File: config.mk
export PLATFORM = sky130hd
export DESIGN_NAME = vga_rect_engine_flat
export DESIGN_NICKNAME = d
export VERILOG_FILES = /design/src/rtl/vga_rect_engine_if.sv /design/src/rtl/vga_rect_engine.sv /design/src/flat_wrapper.sv
export SDC_FILE = /design/constraint.sdc
export NUM_CORES = 1
export LEC_CHECK = 0
export ABC_AREA = 1
export BUFFER_PORTS_ARGS = -buffer_cell sky130_fd_sc_hd__buf_2
export CAP_MARGIN = 20
export CORE_MARGIN = 3
export CORE_UTILIZATION = 45
export CTS_CLUSTER_DIAMETER = 150
export DETAILED_ROUTE_END_ITERATION = 8
export GPL_TIMING_DRIVEN = 0
export PLACE_DENSITY = 0.76
export SLEW_MARGIN = 20
export SYNTH_ARGS = -nofsm -noshare
export SYNTH_HDL_FRONTEND = slang
export SYNTH_SLANG_ARGS = --single-unit
File: constraint.sdc
create_clock -name CLOCK_50 -period 6.3 [get_ports CLOCK_50]
set_input_delay 0.315 -clock CLOCK_50 [delete_from_list [all_inputs] [get_ports CLOCK_50]]
set_output_delay 0.315 -clock CLOCK_50 [all_outputs]
set_load 0.02 [all_outputs]
File: src/rtl/vga_rect_engine_if.sv
// Request/plot bundle between demo control logic and the rectangle engine.
// The engine sits on the slave side; the controller/bench drives the master side.
interface vga_rect_engine_if #(
  parameter int XW = 10,
  parameter int YW = 9,
  parameter int CW = 24
);
  logic          start;
  logic [1:0]    mode;
  logic [XW-1:0] x0;
  logic [YW-1:0] y0;
  logic [XW-1:0] w;
  logic [YW-1:0] h;
  logic [CW-1:0] color;
  logic          abort;
  logic [XW-1:0] VGA_X;
  logic [YW-1:0] VGA_Y;
  logic [CW-1:0] VGA_COLOR;
  logic          plot;
  logic          busy;
  logic          done;

  modport master (
    output start, mode, x0, y0, w, h, color, abort,
    input  VGA_X, VGA_Y, VGA_COLOR, plot, busy, done
  );
  modport slave (
    input  start, mode, x0, y0, w, h, color, abort,
    output VGA_X, VGA_Y, VGA_COLOR, plot, busy, done
  );
endinterface

File: src/rtl/vga_rect_engine.sv
// Rectangle fill/outline/clear engine: one pixel per clock in raster order,
// clipped to the visible screen, all outputs registered.
module vga_rect_engine #(
  parameter int XW    = 10,
  parameter int YW    = 9,
  parameter int H_RES = 640,
  parameter int V_RES = 480,
  parameter int CW    = 24
) (
  input  logic CLOCK_50,
  input  logic resetn,
  vga_rect_engine_if.slave bus
);
  typedef enum logic [1:0] {S_IDLE, S_CLIP, S_DRAW, S_FIN} state_t;

  localparam logic [XW:0] XLIM = (XW+1)'(H_RES - 1);
  localparam logic [YW:0] YLIM = (YW+1)'(V_RES - 1);

  state_t        state_q, state_d;
  logic          outline_q, outline_d;
  logic [XW-1:0] x0_q, x0_d, w_q, w_d, x_q, x_d, vx_q, vx_d;
  logic [YW-1:0] y0_q, y0_d, h_q, h_d, y_q, y_d, vy_q, vy_d;
  logic [CW-1:0] col_q, col_d, vc_q, vc_d;
  logic          plot_q, plot_d, busy_q, busy_d, done_q, done_d;

  // Unclipped ends carry one extra bit so a rectangle past the edge never wraps.
  logic [XW:0]   xe;
  logic [YW:0]   ye;
  logic [XW-1:0] xc, nx;
  logic [YW-1:0] yc, ny;
  logic          empty, adv, pix;

  assign xe    = {1'b0, x0_q} + {1'b0, w_q} - (XW+1)'(1);
  assign ye    = {1'b0, y0_q} + {1'b0, h_q} - (YW+1)'(1);
  assign xc    = (xe > XLIM) ? XLIM[XW-1:0] : xe[XW-1:0];
  assign yc    = (ye > YLIM) ? YLIM[YW-1:0] : ye[YW-1:0];
  assign empty = (w_q == '0) || (h_q == '0) || ({1'b0, x0_q} > XLIM) || ({1'b0, y0_q} > YLIM);

  always_comb begin
    state_d   = state_q;
    outline_d = outline_q;
    x0_d      = x0_q;
    y0_d      = y0_q;
    w_d       = w_q;
    h_d       = h_q;
    col_d     = col_q;
    x_d       = x_q;
    y_d       = y_q;
    vx_d      = vx_q;
    vy_d      = vy_q;
    vc_d      = vc_q;
    plot_d    = 1'b0;
    busy_d    = 1'b0;
    done_d    = 1'b0;
    nx        = x_q;
    ny        = y_q;
    adv       = 1'b0;
    pix       = 1'b0;
    case (state_q)
      S_IDLE: if (bus.start) begin
        outline_d = (bus.mode == 2'd1);
        col_d     = bus.color;
        if (bus.mode == 2'd2) begin
          x0_d = '0;
          y0_d = '0;
          w_d  = XW'(H_RES);
          h_d  = YW'(V_RES);
        end else begin
          x0_d = bus.x0;
          y0_d = bus.y0;
          w_d  = bus.w;
          h_d  = bus.h;
        end
        state_d = S_CLIP;
        busy_d  = 1'b1;
      end
      S_CLIP: if (bus.abort || empty) begin
        state_d = S_FIN;
        done_d  = 1'b1;
      end else begin
        nx      = x0_q;
        ny      = y0_q;
        adv     = 1'b1;
        state_d = S_DRAW;
      end
      S_DRAW: if (bus.abort || (x_q == xc && y_q == yc)) begin
        state_d = S_FIN;
        done_d  = 1'b1;
      end else begin
        nx  = (x_q == xc) ? x0_q : x_q + XW'(1);
        ny  = (x_q == xc) ? y_q + YW'(1) : y_q;
        adv = 1'b1;
      end
      default: state_d = S_IDLE;
    endcase
    // Outline tests the unclipped ends, so an off-screen edge emits nothing.
    if (adv) begin
      pix    = !outline_q || nx == x0_q || {1'b0, nx} == xe || ny == y0_q || {1'b0, ny} == ye;
      x_d    = nx;
      y_d    = ny;
      busy_d = 1'b1;
      plot_d = pix;
      if (pix) begin
        vx_d = nx;
        vy_d = ny;
        vc_d = col_q;
      end
    end
  end

  always_ff @(posedge CLOCK_50 or negedge resetn) begin
    if (!resetn) begin
      state_q   <= S_IDLE;
      outline_q <= 1'b0;
      x0_q      <= '0;
      y0_q      <= '0;
      w_q       <= '0;
      h_q       <= '0;
      col_q     <= '0;
      x_q       <= '0;
      y_q       <= '0;
      vx_q      <= '0;
      vy_q      <= '0;
      vc_q      <= '0;
      plot_q    <= 1'b0;
      busy_q    <= 1'b0;
      done_q    <= 1'b0;
    end else begin
      state_q   <= state_d;
      outline_q <= outline_d;
      x0_q      <= x0_d;
      y0_q      <= y0_d;
      w_q       <= w_d;
      h_q       <= h_d;
      col_q     <= col_d;
      x_q       <= x_d;
      y_q       <= y_d;
      vx_q      <= vx_d;
      vy_q      <= vy_d;
      vc_q      <= vc_d;
      plot_q    <= plot_d;
      busy_q    <= busy_d;
      done_q    <= done_d;
    end
  end

  assign bus.VGA_X     = vx_q;
  assign bus.VGA_Y     = vy_q;
  assign bus.VGA_COLOR = vc_q;
  assign bus.plot      = plot_q;
  assign bus.busy      = busy_q;
  assign bus.done      = done_q;
endmodule

File: src/flat_wrapper.sv
// flat-port wrapper written by rule: the top's interface ports become plain ports
module vga_rect_engine_flat 
#(
  parameter int XW    = 10,
  parameter int YW    = 9,
  parameter int H_RES = 640,
  parameter int V_RES = 480,
  parameter int CW    = 24
)
  (CLOCK_50, resetn, bus_start, bus_mode, bus_x0, bus_y0, bus_w, bus_h, bus_color, bus_abort, bus_VGA_X, bus_VGA_Y, bus_VGA_COLOR, bus_plot, bus_busy, bus_done);
  vga_rect_engine_if #(.XW(XW), .YW(YW), .CW(CW)) bus_i ();
  input  logic CLOCK_50;
  input  logic resetn;
  input wire logic [$bits(bus_i.start)-1:0] bus_start;
  input wire logic [$bits(bus_i.mode)-1:0] bus_mode;
  input wire logic [$bits(bus_i.x0)-1:0] bus_x0;
  input wire logic [$bits(bus_i.y0)-1:0] bus_y0;
  input wire logic [$bits(bus_i.w)-1:0] bus_w;
  input wire logic [$bits(bus_i.h)-1:0] bus_h;
  input wire logic [$bits(bus_i.color)-1:0] bus_color;
  input wire logic [$bits(bus_i.abort)-1:0] bus_abort;
  output wire logic [$bits(bus_i.VGA_X)-1:0] bus_VGA_X;
  output wire logic [$bits(bus_i.VGA_Y)-1:0] bus_VGA_Y;
  output wire logic [$bits(bus_i.VGA_COLOR)-1:0] bus_VGA_COLOR;
  output wire logic [$bits(bus_i.plot)-1:0] bus_plot;
  output wire logic [$bits(bus_i.busy)-1:0] bus_busy;
  output wire logic [$bits(bus_i.done)-1:0] bus_done;
  assign bus_i.start = bus_start;
  assign bus_i.mode = bus_mode;
  assign bus_i.x0 = bus_x0;
  assign bus_i.y0 = bus_y0;
  assign bus_i.w = bus_w;
  assign bus_i.h = bus_h;
  assign bus_i.color = bus_color;
  assign bus_i.abort = bus_abort;
  assign bus_VGA_X = bus_i.VGA_X;
  assign bus_VGA_Y = bus_i.VGA_Y;
  assign bus_VGA_COLOR = bus_i.VGA_COLOR;
  assign bus_plot = bus_i.plot;
  assign bus_busy = bus_i.busy;
  assign bus_done = bus_i.done;
  vga_rect_engine #(.XW(XW), .YW(YW), .H_RES(H_RES), .V_RES(V_RES), .CW(CW)) u_core (.CLOCK_50(CLOCK_50), .resetn(resetn), .bus(bus_i));
endmodule
Word-level counts from Yosys, hierarchy flattened
Index checks and enable logic that the tools add are counted.

operators by class
  equal/unequal tests = 12
  $add $sub $neg = 6
  reduce and logical (&&, ||, !) cells = 17
  multiply operators = 0
  div/mod/pow operators = 0
  shifts and indexed selects = 0
  magnitude comparators = 4
  muxes and demuxes = 28
  bitwise gates (word level) = 0

operators by type and width
  kind                     count
  $mux W10                 6
  $mux W9                  6
  $eq A10 B10 Y1           2
  $pmux W10 S2             1
  $eq A9 B9 Y1             2
  $pmux W9 S2              1
  $add A10 B10 Y11         1
  $eq A10 B11 Y1           1
  $gt A11 B10 Y1 const B   1
  $sub A11 B1 Y11 const B  1
  $add A10 B1 Y10 const B  1
  $add A9 B9 Y10           1
  $eq A9 B10 Y1            1
  $gt A10 B10 Y1 const B   1
  $gt A10 B9 Y1 const B    1
  $logic_not A10 Y1        1
  $sub A10 B1 Y10 const B  1
  $add A9 B1 Y9 const B    1
  $gt A9 B9 Y1 const B     1
  $logic_not A9 Y1         1
  $logic_or A1 B1 Y1       9
  $mux W1                  9
  $pmux W2 S3              1
  $reduce_and A2 Y1        3
  9 further kinds          13

word-level totals
  RAM bits = 0
  bits in registers = 130
  bits in read-only memories = 0
  latch bits = 0
  memories = 0

Depth between registers and ports, before layout
Gate-level depths: netlist (run 1).

  depth after elaboration = 15
  depth in mapped cells = 38
  gate-level depth less buffers = 37

Least setup slack after synthesis (run 1)
OpenSTA, ideal clock, no wires.

  kind = reg-to-reg
  start point = register u_core.x0_q[1]
  end point = register u_core.vc_q[0] (netlist: u_core.bus.VGA_COLOR[0])
  cell stages (with the launch flop) = 36
  period minus slack after synthesis = 4033 ps
  arrival time = 3916 ps
  library setup time = 117 ps
  path slack = 2267 ps
  cell sequence = dfrtp_1 -> inv_1 -> ha_1 -> inv_1 -> ha_1 -> fa_1 -> nand3_1 -> nand3_2 -> nand2_1 -> nand2_1 -> nand2_1 -> nand2_2 -> inv_2 -> nand2_4 -> buf_6 -> nand4_2 -> inv_2 -> nor2_2 -> nand3_2 -> nor2_4 -> nand2_4 -> nand2_2 -> buf_6 -> nand2_1 -> nand3_1 -> nand2_1 -> nand2_2 -> xor2_1 -> nand2_1 -> nor2_1 -> nand2_1 -> nand4_4 -> nand2_4 -> buf_6 -> nand2_1 -> nand2_1

on the way
  longest elaborated chain between the ends = 15

ends and longest elaborated chain
  what                             RTL line                                                             RTL
  start, declared                  vga_rect_engine.sv:21                                                logic [XW-1:0] x0_q, x0_d, w_q, w_d, x_q, x_d, vx_q, vx_d;
  start signal, assigned           vga_rect_engine.sv:115                                               x0_q <= '0;
  start signal, assigned           vga_rect_engine.sv:131                                               x0_q <= x0_d;
  $add A10 B10 Y11                 vga_rect_engine.sv:33                                                assign xe = {1'b0, x0_q} + {1'b0, w_q} - (XW+1)'(1);
  $sub A11 B1 Y11                  vga_rect_engine.sv:33
  $gt A11 B10 Y1                   vga_rect_engine.sv:35                                                assign xc = (xe > XLIM) ? XLIM[XW-1:0] : xe[XW-1:0];
  $mux W10                         vga_rect_engine.sv:35
  $eq A10 B10 Y1                   vga_rect_engine.sv:86, vga_rect_engine.sv:90, vga_rect_engine.sv:91
  $logic_and A1 B1 Y1              vga_rect_engine.sv:86                                                S_DRAW: if (bus.abort || (x_q == xc && y_q == yc)) begin
  $logic_or A1 B1 Y1               vga_rect_engine.sv:86
  $mux W10                         vga_rect_engine.sv:86
  $pmux W10 S2                     vga_rect_engine.sv:59                                                case (state_q)
  $eq A10 B10 Y1                   vga_rect_engine.sv:98                                                pix = !outline_q || nx == x0_q || {1'b0, nx} == xe || ny == y0_q || {1'b0, ny} == ye;
  $logic_or A1 B1 Y1 (4 in a row)  vga_rect_engine.sv:98
  $reduce_and A2 Y1 (no line) *    n/a
  end signal, assigned             vga_rect_engine.sv:140                                               vc_q <= vc_d;
  end, declared                    vga_rect_engine.sv:23                                                logic [CW-1:0] col_q, col_d, vc_q, vc_d;

Every way passes the cells marked *; elsewhere a longest branch is shown, timed or not.
A chain may end at the register's enable or synchronous reset.

Final worst setup path (run 1)
  start point = register u_core.w_q[1]
  end point = register u_core.x_q[3]

on the way
  longest elaborated chain between the ends = 9

ends and longest elaborated chain
  what                                                RTL line                                      RTL
  start, declared                                     vga_rect_engine.sv:21
  start signal, assigned                              vga_rect_engine.sv:133                        w_q <= w_d;
  $add A10 B10 Y11                                    vga_rect_engine.sv:33
  $sub A11 B1 Y11                                     vga_rect_engine.sv:33
  $gt A11 B10 Y1                                      vga_rect_engine.sv:35
  $mux W10                                            vga_rect_engine.sv:35
  $eq A10 B10 Y1                                      vga_rect_engine.sv:86, vga_rect_engine.sv:90
  $logic_and A1 B1 Y1                                 vga_rect_engine.sv:86
  $logic_or A1 B1 Y1                                  vga_rect_engine.sv:86
  $mux W10 / $mux W1 (equally long branches)          vga_rect_engine.sv:86
  $pmux W10 S2 / $pmux W1 S2 (equally long branches)  vga_rect_engine.sv:59
  end signal, assigned                                vga_rect_engine.sv:120                        x_q <= '0;
  end signal, assigned                                vga_rect_engine.sv:136                        x_q <= x_d;
  end, declared                                       vga_rect_engine.sv:21

Several ways; a longest one is shown, not always the timed one.

==> out/results.ini, run 1 <==
[outcome]
status=completed

[critical_path]
cp_data_required_time_ns=6.63
critPathMostFrequentCell=nand2_1
crit_type=reg -> reg
cp_top_family=buffers and inverters
critPathSlowestCell=buf_1
path_buf_inv=8
cp_max_fo=10
reg2reg_to=u_core.x_q[3]
cp.arrival_ns=5.54
crit_path_end_kind=flop
r2r-start=u_core.w_q[1]
rr_worst_depth=28
cp-start-kind=flop
slowest_delay_ns=0.66
ff2ff_setup_slack_ns=1.09

[min_path]
holdPathEnd=u_core.col_q[8]
min_path_cells=3
hp-start=bus_color[8]
hold_path.class=in -> reg

[finish]
nets=1550
postLayoutCellArea_sq_um=10500
layout.cells.non_filler=1716
area_growth_pct=17.4
drive_above_1_share_pct=13.9
n_antenna_cell=0

[timing]
rsz0062_at_grt=no
fin_crit_sh_pct=82.8
worstMarginPinSlew_ns=0.790
setup_viol=0
setup_tns_ns=0
whs_ns=0.0850
slew_headroom_pct=47.3
fmax_mhz=192
slew_viol_final=0
clock_skew_ns=0.0122
final.min_clock_period_ns=5.21
hold_viol=0

[synthesis]
syn_area_sq_um=8980
ys_ff_latch=130
seq_area_frac_synth_pct=36.2
yosysWarnings=0
synth_area_per_cell_sq_um=6.89
syn-instance-count=1304
syn-num-nets=1416
synth_cell_type_count=37

[drt]
routed_wl_um=26700
drt_iter0_drc=961
drt_first_pass_iters=6
ant_nets=0
viasPerCell=5.26
wl_per_cell_um=15.6
route.vias.total=9025
drc=0

[die]
ios=114
rows=51
dieWidth_um=147
dieHeight_um=147
core_sq_um=19500
floorplan.initialDensity_pct=46.0
dieArea_sq_um=21700

[global_routing]
grt_pass1_vias=8358
grt_remaining_overflow=0
grt_pass1_wl_um=43000
grt.total_usage_pct=24.7
grt_max_degree=97
antenna_found_initial=0

[cts]
cts.sinks=130
cts-root-buf=clkbuf_16
clk_pin_slew_ns=0.07
clk_latency_ns=0.42
cts_resized=0
cts_buffer_depth=2
numCtsBuffers=17
cts_tree=yes
cts_max_level=4

[placed_design]
dp_hpwl_um=20700
dpl.cell_count=1683
place_congestion=0.986
numPortBuffers=113
dpl_cell_area_sq_um=9920

[flow_run]
max-cap-violations=0

-- repair_timing --
item                                    CTS  global route
endpoints found under the setup margin    0             0
buffers inserted                          0             0
hold buffers                              1             0
endpoints found under the hold margin    34             0
-- metrics by stage --
stage	utilization [%]	worst slack (ns)
6_report	54.0	1.09
5_1_grt	54.0	0.789
4_1_cts	54.0	1.21
3_5_place_dp	50.8	1.26
3_3_place_gp	50.6	1.24
2_1_floorplan	-	2.27
-- worst max path at each step --
stage / from / to / slack, ns / cells after the start
after floorplan: u_core.x0_q[1] / u_core.bus.VGA_COLOR[0] / 2.27 / 35
after detailed placement: u_core.w_q[1] / u_core.x_q[3] / 1.26 / 28
after global placement: u_core.w_q[1] / u_core.x_q[3] / 1.24 / 28
final: u_core.w_q[1] / u_core.x_q[3] / 1.09 / 28
after global routing: u_core.x0_q[0] / u_core.y_q[2] / 0.79 / 28
after CTS: u_core.w_q[1] / u_core.x_q[3] / 1.21 / 28
-- Yosys cell counts (all sizes together) --
cell	count	area share [%]
dfrtp	130	36
nor4	6	0.42
o21bai	5	0.42
nor3	5	0.28
nand4	29	2.3
inv	180	7.5
nand2	466	20
o21ai	86	4.9
a21boi	1	0.084
buf	21	1.8
fa	2	0.45
o31ai	1	0.084
nand3	182	11
a221oi	13	1.3
nand3b	4	0.33
o21a	1	0.084
xor2	25	2.4
clkinv	1	0.042
xnor2	3	0.29
clkbuf	29	1.2
ha	42	5.9
a21oi	13	0.72
nor2	59	2.7
-- layout by cell type (no fill, tap or decap), types with 3 or more instances in the layout --
cell	Yosys	layout
a21oi_1	13	13
a221oi_1	13	13
buf_1	4	4
buf_2	6	118
buf_4	3	3
buf_6	7	7
clkbuf_1	29	29
clkbuf_16	0	17
dfrtp_1	130	130
ha_1	42	42
inv_1	173	173
inv_2	7	7
inv_6	0	4
inv_8	0	5
nand2_1	453	453
nand2_2	9	9
nand2_4	4	4
nand3_1	175	175
nand3_2	7	7
nand3b_1	4	4
nand4_1	26	26
nor2_1	53	53
nor2_2	5	5
nor3_1	5	5
nor4_1	6	6
o21ai_0	77	77
o21ai_1	7	7
o21bai_1	5	5
xnor2_1	3	3
xor2_1	25	25
-- cells by family (layout without fill, tap and decap cells) --
family                   count (synthesis)  after routing  synth area share [%]
AO/OA/AOI/OAI                          120            120                  7.54
XOR/XNOR                                28             28                  2.73
adder cells (fa/ha/maj)                 44             44                  6.30
buffers and inverters                  231            378                  10.6
flip-flops                             130            130                  36.2
AND/OR/NAND/NOR                        751            751                  36.6
-- metal layers --
layer,GRT usage [%],part of all wire [%],up-vias
met3,4.53,7.5,60
met5,0,0,-
met1,34.3,45,4119
met2,39.7,45,389
li1,-,-,4457
met4,7.36,2.6,0
-- layout make-up --
cell class | instances | area [sq um]
Buffer | 50 | 270
Clock buffer | 17 | 425
Clock inverter | 15 | 190
Fill cell | 1915 | 8980
Inverter | 181 | 679
Multi-Input combinational cell | 943 | 4780
Sequential cell | 130 | 3250
Tap cell | 265 | 332
Timing Repair Buffer | 115 | 613
-- worst reg2reg max path: cells and delay by family (launching register included) --
kind	cells	cell delay [ns]
AO/OA/AOI/OAI	1	0.12
buffers and inverters	8	1.90
AND/OR/NAND/NOR	16	1.72
flip-flops	1	0.41
adder cells (fa/ha/maj)	3	0.95
-- state kept, by name, indices dropped and copies added (netlist names) --
signal and flops:
u_core.bus.busy 1, u_core.bus.VGA_X 10, u_core.bus.VGA_COLOR 24, u_core.y0_q 9
u_core.x_q 10, u_core.bus.plot 1, u_core.col_q 24, u_core.w_q 10
u_core.state_q 2, u_core.x0_q 10, u_core.bus.VGA_Y 9, u_core.bus.done 1
u_core.y_q 9, u_core.h_q 9, u_core.outline_q 1
Power of run 1 is left out: the tool's default activity adds up to more than one toggle a clock period on the data nets, which glitch-free logic cannot reach.
==> run 2: changes to the inputs <==
==> constraint.sdc (replaced) <==
create_clock -name CLOCK_50 -period 5.2 [get_ports CLOCK_50]
set_input_delay 0.26 -clock CLOCK_50 [delete_from_list [all_inputs] [get_ports CLOCK_50]]
set_output_delay 0.26 -clock CLOCK_50 [all_outputs]
set_load 0.02 [all_outputs]
==> out/results.ini, run 2 (same netlist as run 1, synthesis figures left out) <==
[critical_path]
crit_path_end_kind=flop
cp.arrival_ns=5.28
slowest_delay_ns=0.41
critPathSlowestCell=dfrtp_1
cp_data_required_time_ns=5.56
cp-start-kind=flop
cp_max_fo=10
crit_type=reg -> reg
critPathMostFrequentCell=nand2_1

[cts]
clk_latency_ns=0.43
cts_max_level=4
clk_pin_slew_ns=0.07
cts_buffer_depth=2
cts_tree=yes
cts-root-buf=clkbuf_16
cts.sinks=130
numCtsBuffers=17

[global_routing]
top_usage_layer=met2
grt.total_usage_pct=24.7
grt_remaining_overflow=0
grt_pass1_vias=8358
antenna_found_initial=0
gr-usage-met1_pct=34.3
grtUsageMet2_pct=39.7
met3_usage_pct=4.53
grt_max_degree=97
grt_pass1_wl_um=43000

[timing]
fin_crit_sh_pct=94.6
hold_viol=0
setup_tns_ns=0
slew_headroom_pct=49.6
slew_viol_final=0
setup_viol=0
worstMarginPinSlew_ns=0.756
clock_skew_ns=0.0106
fmax_mhz=203
final.min_clock_period_ns=4.92

[die]
dieWidth_um=147
core_sq_um=19500
floorplan.initialDensity_pct=46.0
ios=114
rows=51
dieArea_sq_um=21700
dieHeight_um=147

[placed_design]
numPortBuffers=113
dp_hpwl_um=20700
place_congestion=0.986
dpl_cell_area_sq_um=9920

[drt]
viasPerCell=5.28
drc=0
ant_nets=0
routed_wl_um=26800
wl_per_cell_um=15.6
drt_first_pass_iters=6
route.vias.total=9075
drt_iter0_drc=1027

[finish]
final_cell_mix=451 x nand2_1, 174 x nand3_1, 171 x inv_1
area_growth_pct=18.2
layout_commonest_cell=nand2_1
n_antenna_cell=0
n_fill_cell=1903
nets=1553
postLayoutCellArea_sq_um=10600
utilization_pct=54.4
drive_above_1_share_pct=14.9

[min_path]
hold_path.class=in -> reg

[flow_run]
max-cap-violations=0

[outcome]
status=completed

==> run 2: changes by cell type in the layout (fill, tap and decap cells not counted), moves of 2 or more <==
cell | before | now
inv_1 | 173 | 171
nand2_1 | 453 | 451
clkbuf_4 | 0 | 2
buf_4 | 3 | 6
clkbuf_2 | 0 | 4
buf_2 | 118 | 116
inv_2 | 7 | 9
clkbuf_1 | 29 | 26
==> run 2: metal layers <==
metal,wire [um],part of all wire [%],up-vias
met5,0,0,-
met4,715,2.7,0
met3,1950,7.3,63
met2,12100,45,396
met1,12000,45,4149
li1,-,-,4467
==> run 2: through the flow <==
stage	hold slack (ns)	std cells	setup slack (ns)
after CTS	0.0164	1716	0.110
after global routing	0.0387	1719	-0.00350
final	0.0282	1719	0.283
after global placement	0.451	1682	0.137
after floorplan	-0.0356	1304	1.17
after detailed placement	0.151	1683	0.162
==> run 2: final timing paths <==
kind	cells after the start	end	from	slack (ns)
setup / recovery	30	u_core.bus.VGA_X[8]	u_core.w_q[1]	0.28
hold / removal	3	u_core.col_q[8]	bus_color[8]	0.03
setup reg to reg	30	u_core.bus.VGA_X[8]	u_core.w_q[1]	0.28
hold reg to reg	2	u_core.bus.VGA_Y[7]	u_core.bus.VGA_Y[7]	0.47
max in group asynchronous	3	u_core.col_q[6]	resetn	4.12
min in group asynchronous	2	u_core.w_q[6]	resetn	0.29
==> run 2: area by class of cell <==
type                       instances  area, sq um  area share, %
buffer                            50          280           2.64
clock buffer                      17          425           4.01
clock inverter                    15          190           1.79
inverter                         181          679           6.40
multi-input combinational        943         4820           45.4
sequential                       130         3250           30.6
tap                              265          332           3.12
timing repair buffer             118          636           5.99
==> run 2: repair_timing <==
action / 4_1_cts / 5_1_grt
hold buffers: 1 / 0
endpoints found under the setup margin: 0 / 58
resized for setup: 0 / 21
hold endpoints to repair: 34 / 0
buffers inserted: 0 / 3
==> run 2: worst max-delay path, delay by kind of cell, from the launching register on <==
kind	cells	cell delay (ns)
simple gates	19	2.42
fa+ha+maj	3	0.90
buf+inv	5	0.65
flops	1	0.41
xor+xnor	1	0.24
compound gates	2	0.22
Power of run 2 is left out for the same reason.
==> run 3: changes to the inputs <==
--- a/config.mk
+++ b/config.mk
@@ -5,7 +5,7 @@
 export SDC_FILE = /design/constraint.sdc
 export NUM_CORES = 1
 export LEC_CHECK = 0
-export ABC_AREA = 1
+export ABC_AREA = 0
 export BUFFER_PORTS_ARGS = -buffer_cell sky130_fd_sc_hd__buf_2
 export CAP_MARGIN = 20
 export CORE_MARGIN = 3
@@ -13,7 +13,8 @@
 export CTS_CLUSTER_DIAMETER = 150
 export DETAILED_ROUTE_END_ITERATION = 8
 export GPL_TIMING_DRIVEN = 0
-export PLACE_DENSITY = 0.76
+export MAX_ROUTING_LAYER = met4
+export PLACE_DENSITY = 0.75
 export SLEW_MARGIN = 20
 export SYNTH_ARGS = -nofsm -noshare
 export SYNTH_HDL_FRONTEND = slang
==> out/results.ini, run 3 <==
[placed_design]
dp_hpwl_um=27500
dpl.cell_count=1577
place_congestion=1.03
numPortBuffers=113

[min_path]
hp-start=bus_color[1]
hold_path.class=in -> reg

[timing]
fmax_mhz=165
setup_slack_ns=-0.851
fin_crit_sh_pct=116
final.min_clock_period_ns=6.05
clock_skew_ns=0.0236
slew_viol_final=0
slew_headroom_pct=36.8
setup_viol=44
hold_viol=0
rsz0062_at_grt=yes
worstMarginPinSlew_ns=0.944

[drt]
drt_first_pass_iters=8
viasPerCell=6.19
routed_wl_um=39300
ant_nets=0
drc=1
wl_per_cell_um=23.3
drt_iter0_drc=1216
route.vias.total=10500

[finish]
multi_input_area_sq_um=6620
seqCellArea_sq_um=3260
area_growth_pct=32.3
layout_commonest_cell=nand2_1
n_fill_cell=1785
layout.cells.non_filler=1689
final_cell_mix=191 x nand2_1, 123 x dfrtp_1, 112 x buf_2
nets=1511
drive_above_1_share_pct=29.1

[critical_path]
cp_data_required_time_ns=5.51
slowest_delay_ns=0.53
crit_path_end_kind=flop
critPathLaunch=u_core.y0_q[1]
cp-start-kind=flop
cp.arrival_ns=6.36
cp_top_family=compound AO/OA/AOI/OAI gates
cp_max_fo=10
path_buf_inv=7
critPathSlowestCell=or4_4
r2r-start=u_core.y0_q[1]
crit_type=reg -> reg

[synthesis]
ys_ff_latch=130
yosysMostFrequentCell=nand2_1
post-synth-top-area-cell=dfrtp_1
synth_cell_type_count=86
yosysTopAreaCellShare_pct=33.4
syn_area_sq_um=9740
synthXorXnorAreaFrac_pct=5.14
yosys-top-cells-area=dfrtp_1 33%, nand2_1 7.5%, ha_1 5.4%, o21ai_0 4.4%, mux2_1 4.3%
seq_area_frac_synth_pct=33.4
synth-async-reset-ratio_pct=100
synth.mux.area_fraction_pct=7.39
synthTopCellsByCount=194 x nand2_1, 130 x dfrtp_1, 96 x inv_1
syn-instance-count=1188
synth_top_family_by_area=compound AO/OA/AOI/OAI gates
synth_fa_ha_area_share_pct=5.81
synth_edf_count=0
yosysWarnings=0
synth_simple_gate_area_share_pct=20.5
synth_compound_area_share_pct=20.8
syn-num-nets=1300
synth_ff_type=dfrtp_1
synth_area_per_cell_sq_um=8.20

[cts]
cts_tree=yes
clk_latency_ns=0.43
numCtsBuffers=17
clk_pin_slew_ns=0.06
cts.sinks=130
cts_buffer_depth=2
cts_max_level=4
cts-root-buf=clkbuf_16

[die]
core_sq_um=21200
dieWidth_um=153
floorplan.initialDensity_pct=46.1
rows=53
dieHeight_um=153
dieArea_sq_um=23500
ios=114

[global_routing]
grt_remaining_overflow=0
grt_max_degree=102
grt_pass1_wl_um=58900
antenna_found_initial=2
grt_pass1_vias=10000
grt.total_usage_pct=33.1

[flow_run]
max-cap-violations=0

[outcome]
violations=DRC, setup timing
status=finished, violations left

run 3: cell types whose count changed after synthesis, moves of 17 or more:
cell / change
a21oi_1: +46
clkbuf_1: +33
inv_1: -77
mux2_1: +37
mux2i_1: +19
nand2_1: -259
nand3_1: -139
nor3_1: +24
o211ai_1: +17
xnor2_1: +31
run 3: tightest hold or removal path: cells and delay by family:
family	cells	cell delay, ns
buffers and inverters	1	0.08
AND/OR/NAND/NOR	2	0.08
run 3: cell families (layout without fill, tap and decap cells):
group	count (synthesis)	after routing
adder cells (fa/ha/maj)	44	44
flip-flops	130	130
XOR/XNOR	54	54
multiplexers	65	65
AO/OA/AOI/OAI	300	300
AND/OR/NAND/NOR	424	424
buffers and inverters	171	395
other	0	2
run 3: area by class of cell:
cell class	count	share of cell area (%)
Clock buffer	17	3.30
Sequential cell	130	25.3
Timing Repair Buffer	195	9.98
Clock inverter	15	1.16
Inverter	97	2.88
Buffer	71	3.29
Tap cell	275	2.67
Antenna cell	2	0.0388
Multi-Input combinational cell	887	51.4
run 3: metal layers:
| layer | vias to the layer above | GRT usage (%) | wire (um) | part of all wire, % |
|---|---|---|---|---|
| li1 | 4650 | - | - | - |
| met1 | 5028 | 44.7 | 16100 | 41 |
| met2 | 620 | 47.7 | 17400 | 44 |
| met3 | 154 | 8.66 | 4000 | 10 |
| met4 | 0 | 12.8 | 1830 | 4.7 |
| met5 | - | - | 0 | 0 |
run 3: final timing paths:
check | to | depth (start not counted) | slack [ns]
max | u_core.bus.VGA_Y[6] | 25 | -0.85
min reg2reg | u_core.col_q[4] | 2 | 0.47
max in group asynchronous | u_core.x0_q[7] | 3 | 4.11
max reg2reg | u_core.bus.VGA_Y[6] | 25 | -0.85
min in group asynchronous | u_core.y_q[5] | 2 | 0.27
min | u_core.col_q[1] | 3 | 0.02
run 3: through the flow:
step	utilization [%]	instance area (sq um)	hold slack, ns	setup WS (ns)	TNS (ns)
after floorplan	-	9910	-0.0356	-0.268	-10.51
after global placement	51.2	10800	0.450	-1.89	-90.61
after detailed placement	51.4	10900	0.151	-1.62	-78.76
after CTS	58.4	12400	0.00830	-0.731	-30.78
after global routing	60.9	12900	0.0268	-0.989	-42.89
final	60.9	12900	0.0223	-0.851	-36.07
run 3: timing repair:
item                       CTS  global route
resized for setup          116            70
setup buffers               50            27
hold buffers                 1             0
gates cloned                 2             1
pin swaps                   36            38
hold endpoints to repair    29             0
setup endpoints to repair   64            60
Power of run 3 is left out for the same reason.
